`src/rtl/estagio_busca.sv`:
```
// Instruction fetch stage: PC register plus the IF/ID pipeline register.
// Redirects (branch over jump) win over stall; flush only ever bubbles IF/ID.
module estagio_busca #(
   parameter int                    DATA_WIDTH = 32,
   parameter logic [DATA_WIDTH-1:0] RESET_PC   = 32'h0000_0000
) (
   input  logic                  clk,
   input  logic                  reset,
   input  logic                  stall,
   input  logic                  flush,
   input  logic                  branch_taken,
   input  logic [DATA_WIDTH-1:0] branch_target,
   input  logic                  jump,
   input  logic [DATA_WIDTH-1:0] jump_target,
   input  logic [DATA_WIDTH-1:0] instruction,
   output logic [DATA_WIDTH-1:0] pc,
   output logic [DATA_WIDTH-1:0] if_id_instruction,
   output logic [DATA_WIDTH-1:0] if_id_pc_plus4,
   output logic                  if_id_valid,
   output logic                  align_error
);

   localparam logic [DATA_WIDTH-1:0] PC_STEP = DATA_WIDTH'(4);

   logic [DATA_WIDTH-1:0] pc_q;
   logic [DATA_WIDTH-1:0] pc_plus4;
   logic [DATA_WIDTH-1:0] redirect_target;
   logic                  redirect;

   logic [DATA_WIDTH-1:0] pc_d;
   logic [DATA_WIDTH-1:0] ins_d;
   logic [DATA_WIDTH-1:0] p4_d;
   logic                  valid_d;
   logic                  err_d;

   assign pc       = pc_q;
   assign pc_plus4 = pc_q + PC_STEP;
   assign redirect = branch_taken | jump;

   // Branch is resolved later in the pipe than a jump, so it takes precedence.
   assign redirect_target = branch_taken ? branch_target : jump_target;

   always_comb begin
      pc_d    = pc_q;
      ins_d   = if_id_instruction;
      p4_d    = if_id_pc_plus4;
      valid_d = if_id_valid;
      err_d   = align_error;

      if (redirect) begin
         pc_d    = {redirect_target[DATA_WIDTH-1:2], 2'b00};
         ins_d   = '0;
         p4_d    = '0;
         valid_d = 1'b0;
         if (redirect_target[1:0] != 2'b00) begin
            err_d = 1'b1;
         end
      end else if (stall) begin
         if (flush) begin
            ins_d   = '0;
            p4_d    = '0;
            valid_d = 1'b0;
         end
      end else begin
         pc_d = pc_plus4;
         if (flush) begin
            ins_d   = '0;
            p4_d    = '0;
            valid_d = 1'b0;
         end else begin
            ins_d   = instruction;
            p4_d    = pc_plus4;
            valid_d = 1'b1;
         end
      end
   end

   always_ff @(posedge clk) begin
      if (reset) begin
         pc_q              <= RESET_PC;
         if_id_instruction <= '0;
         if_id_pc_plus4    <= '0;
         if_id_valid       <= 1'b0;
         align_error       <= 1'b0;
      end else begin
         pc_q              <= pc_d;
         if_id_instruction <= ins_d;
         if_id_pc_plus4    <= p4_d;
         if_id_valid       <= valid_d;
         align_error       <= err_d;
      end
   end

endmodule

```
`config.mk`:
```
export PLATFORM = sky130hd
export DESIGN_NAME = estagio_busca
export DESIGN_NICKNAME = d
export VERILOG_FILES = /design/src/rtl/estagio_busca.sv
export SDC_FILE = /design/constraint.sdc
export NUM_CORES = 1
export LEC_CHECK = 0
export CAP_MARGIN = 20
export CORE_ASPECT_RATIO = 0.8
export CORE_MARGIN = 2
export CORE_UTILIZATION = 30
export CTS_CLUSTER_DIAMETER = 50
export DETAILED_ROUTE_END_ITERATION = 10
export GPL_TIMING_DRIVEN = 0
export PLACE_DENSITY_LB_ADDON = 0.25
export REMOVE_ABC_BUFFERS = 1
export SLEW_MARGIN = 5
export SYNTH_ARGS = -nofsm -noshare
export SYNTH_HDL_FRONTEND = slang
export SYNTH_SLANG_ARGS = --single-unit
```
`constraint.sdc`:
```
create_clock -name clk -period 5.65 [get_ports clk]
set_input_delay 1.13 -clock clk [delete_from_list [all_inputs] [get_ports clk]]
set_output_delay 1.13 -clock clk [all_outputs]
set_load 0.02 [all_outputs]
```
# Yosys cells after proc, flatten, opt, wreduce, memory -nomap -nowiden
# Cells that the tools add are included.
# op_classes
n_addsub	1
n_eq_ne	2
mux	11
bitwise	1
reduce_logical	3
# op_table
cell	count
$mux W32	8
$add A32 B3 Y32 const B	1
$ne A2 B1 Y1 const B	2
$mux W1	3
$reduce_and A2 Y1	1
$reduce_bool A2 Y1	1
$reduce_or A2 Y1	1
$or A1 B1 Y1	1
# totals
register_bits	98
in_bits	102
out_inout_bits	98
elab_cells	24

# Depth between registers and ports, before layout
# logic_depth
depth_word	3
depth_mapped	7
ltp_nobuf	6

# Worst setup path before layout
# No wires, ideal clock.
# synth_path
path_kind	in2reg
from	input port jump
to	register if_id_pc_plus4[28]
setup_time_ps	70
t_arrival_ps	2332
required_ps	5580
slack_ps	3248
stages	7
n_path_buf	2
cell_sequence	clkbuf_1 > nor2_2 > nand2_1 > nor2_1 > clkbuf_1 > o21ai_0 > a21oi_1
# synth_between
elab_chain_len	2
# synth_lines
item	line	text
start, declared	13	input logic jump,
$or A1 B1 Y1	38	assign redirect = branch_taken | jump;
$reduce_or A2 Y1 (no source line)	n/a	
end signal, assigned	88	if_id_pc_plus4 <= p4_d;
end, declared	18	output logic [DATA_WIDTH-1:0] if_id_pc_plus4,
# Every way passes these cells.
# A chain may end at the register's enable or synchronous reset.

# Worst setup path in the final report
# layout_path
from	input port jump
to	register pc_q[9] (netlist: pc[9])
# layout_between
elab_chain_len	2
elab_cells_between_ends	3
cone_classes	1 x eq/ne; 1 x mux; 1 x bitwise
# layout_lines
item	line	text
$or A1 B1 Y1 *	38	
$ne A2 B1 Y1 (no source line) / $mux W32 (equally long branches)	n/a	
end signal, assigned	86	pc_q <= pc_d;
end, declared	25	logic [DATA_WIDTH-1:0] pc_q;
# Mark *: on every way between the ends. The rest lies on a longest branch, timed or not.

==> metrics.txt <==
via-per-instance ratio 5.13; Mean Syn Cell Area 8.17 um^2; boundary pin count 200; Setup TNS 0 ns; CTS Hold Bufs 0; max_cap viols 0; layout cells sized above 1 5.46%; CTS clock-pin slew for the worst setup and hold paths 0.06 ns; total CTS buffers 9; post-route ant nets 0; RSZ-0062 raised after global routing false; Total GRT Usage 19.1%; CTS tree done; outcome complete, no violations; highest clock rate 250 MHz; initial core utilization 31.0%; dpl hpwl 12.2 mm; WP data required 5.85 ns; WP buf/inv 2; slew of the pin with the lowest slew margin 0.906 ns; DRC 0; Critical Path AT 4.20 ns; worst-path fanout max 19; WL per Instance 17.1 um; die height 119 um; commonest non-fill, non-tap cell in the layout clkdlybuf4s50_1; peak supply drop 151 uV; Resized Gates After CTS 0; synthesis-stage register bit count 94; Die W 147 um; ys flop type dfxtp_1; skew final 0.0105 ns; commonest non-fill, non-tap cells in the layout clkdlybuf4s50_1 (193), dfxtp_1 (94), a21oi_1 (64); num rows 41; initial drt markers 293; EDFF count, synth 0; TritonRoute pass-1 iters 4; Synth Instances 603; CTS Sinks 94; Leak 2.59 nW; I/O Buffers 195; final hold vios 0; final worst slack 1.65 ns; first-pass GRT wire length 26.5 mm; post-synthesis cell area 0.00492 mm^2; Final nets 867; Worst Hold Slack 0.453 ns; sequential share of the synthesized area 38.2%; share of the synthesized area in the top cell type 38.2%; fin. max-slew vios 0; Setup Viol. Count Final 0; ys async rst share 0%; Yosys top cell by area dfxtp_1; critical path's slowest cell clkdlybuf4s50_1; Max Root-Sink Buffers 2; Pwr per Cell Area 228 mW/mm^2; Setup crit start kind input port; period utilization 70.9%; max_slew headroom 39.4%; area of the core region 0.0159 mm^2; vias in the first global route 4,862; synth top area cells dfxtp_1 (38%), mux2i_1 (8.3%), a21oi_1 (6.5%); initial antenna violation count 0; Antenna diodes 0; Yosys cell types 60; clock root buffer clkbuf_16; H-tree lvl count 3; synth-to-layout area growth 49.0%; Largest delay share family, worst path simple AND/OR/NAND/NOR gates; crit-path cells clkdlybuf4s50_1, buf_8, nor2_2, nand2_1, o21ai_0, a21o_1, o31ai_1; class of the worst hold path register to register; Skew-Pair Late Insertion Delay 0.35 ns; Largest stage delay, worst path 0.72 ns; DRT Wirelength 16.8 mm; Placer Congestion 0.764; endpoint class of the critical path register; largest net degree at the start of global routing 66; Place WS 1.21 ns; Setup Crit Path Kind input port to register; min Tclk post-route 4.00 ns; Post-CTS Setup Bufs 0; global route total overflow 0; Via Count 5,045; synth warn 0; Die ar. 0.0175 mm^2
==> worst reg2reg max path, cell delays in order, from the launching register on <==
cell       delay [ns]
dfxtp_1          0.55
ha_1             0.47
nand3_2          0.35
nor4_4           0.46
mux2i_1          0.15
a2111oi_2        0.32
==> path summary, 6_finish.rpt <==
kind,start,slack [ns],end,cells past startpoint
worst min register to register,if_id_pc_plus4[4],0.45,if_id_pc_plus4[4],2
worst min-delay path,if_id_pc_plus4[4],0.45,if_id_pc_plus4[4],2
worst max register to register,pc[2],3.25,pc[22],5
worst max-delay path,jump,1.65,pc[9],7
==> cell usage after synthesis (all sizes together), types with 2 or more instances <==
library cell  number
inv                7
o31a               3
mux2i             41
nand4             11
nand2b             8
or2                2
or3                3
a221o              2
clkbuf            30
or4                2
o31ai              7
nand2             53
buf               23
o21a               3
and3               4
a21boi             2
o21ai             40
nor2b              6
and2               7
xor2               9
xnor2             18
nand3             20
nor4              14
dfxtp             94
a22o               2
a22oi              4
nor2              64
a211oi            10
a31o               2
a2111oi            6
a21oi             64
nor3              22
and4               5
==> logic make-up (layout without fill, tap and decap cells) <==
| family | after synthesis | after routing | synth area share [%] |
|---|---|---|---|
| AND/OR/NAND/NOR | 224 | 224 | 23.5 |
| AO/OA/AOI/OAI | 155 | 155 | 19.4 |
| flip-flops | 94 | 94 | 38.2 |
| buffers and inverters | 60 | 223 | 5.51 |
| multiplexers | 41 | 41 | 8.33 |
| XOR/XNOR | 27 | 27 | 4.80 |
| adder cells (fa/ha/maj) | 1 | 1 | 0.254 |
| other | 1 | 4 | 0.0761 |
==> flip-flops by register name, indices dropped and copies added (netlist names) <==
register,cells
if_id_instruction,32
pc,30
if_id_pc_plus4,30
align_error,1
if_id_valid,1
==> where the power goes <==
part           internal (mW)  total [mW]  switching (mW)
combinational          0.159       0.302           0.143
sequential             0.684       0.722          0.0380
clock                  0.381       0.648           0.267
==> metal layers <==
metal	wire length, um	up-vias	global-route usage (%)
li1	-	2460	-
met4	253	0	5.59
met1	7910	2406	25.5
met3	892	17	4.44
met2	7790	162	30.7
met5	0	-	0
==> layout make-up <==
| class | count | area, um^2 |
|---|---|---|
| tap | 215 | 269 |
| clock buffer | 12 | 267 |
| sequential | 94 | 1880 |
| fill | 1562 | 8560 |
| clock inverter | 4 | 52.6 |
| timing repair buffer | 200 | 2060 |
| multi-input combinational | 452 | 2790 |
| inverter | 7 | 26.3 |
==> through the flow <==
stage	std cells	total power [mW]	area [um^2]	utilization, %
final	984	1.67	7340	46.2
after global routing	984	1.75	7340	46.2
after CTS	984	1.69	7340	46.2
after detailed placement	968	1.04	7020	44.1
after global placement	963	1.03	6910	43.5
after floorplan	553	0.857	4690	-
Power figures use the tool's default switching activity.
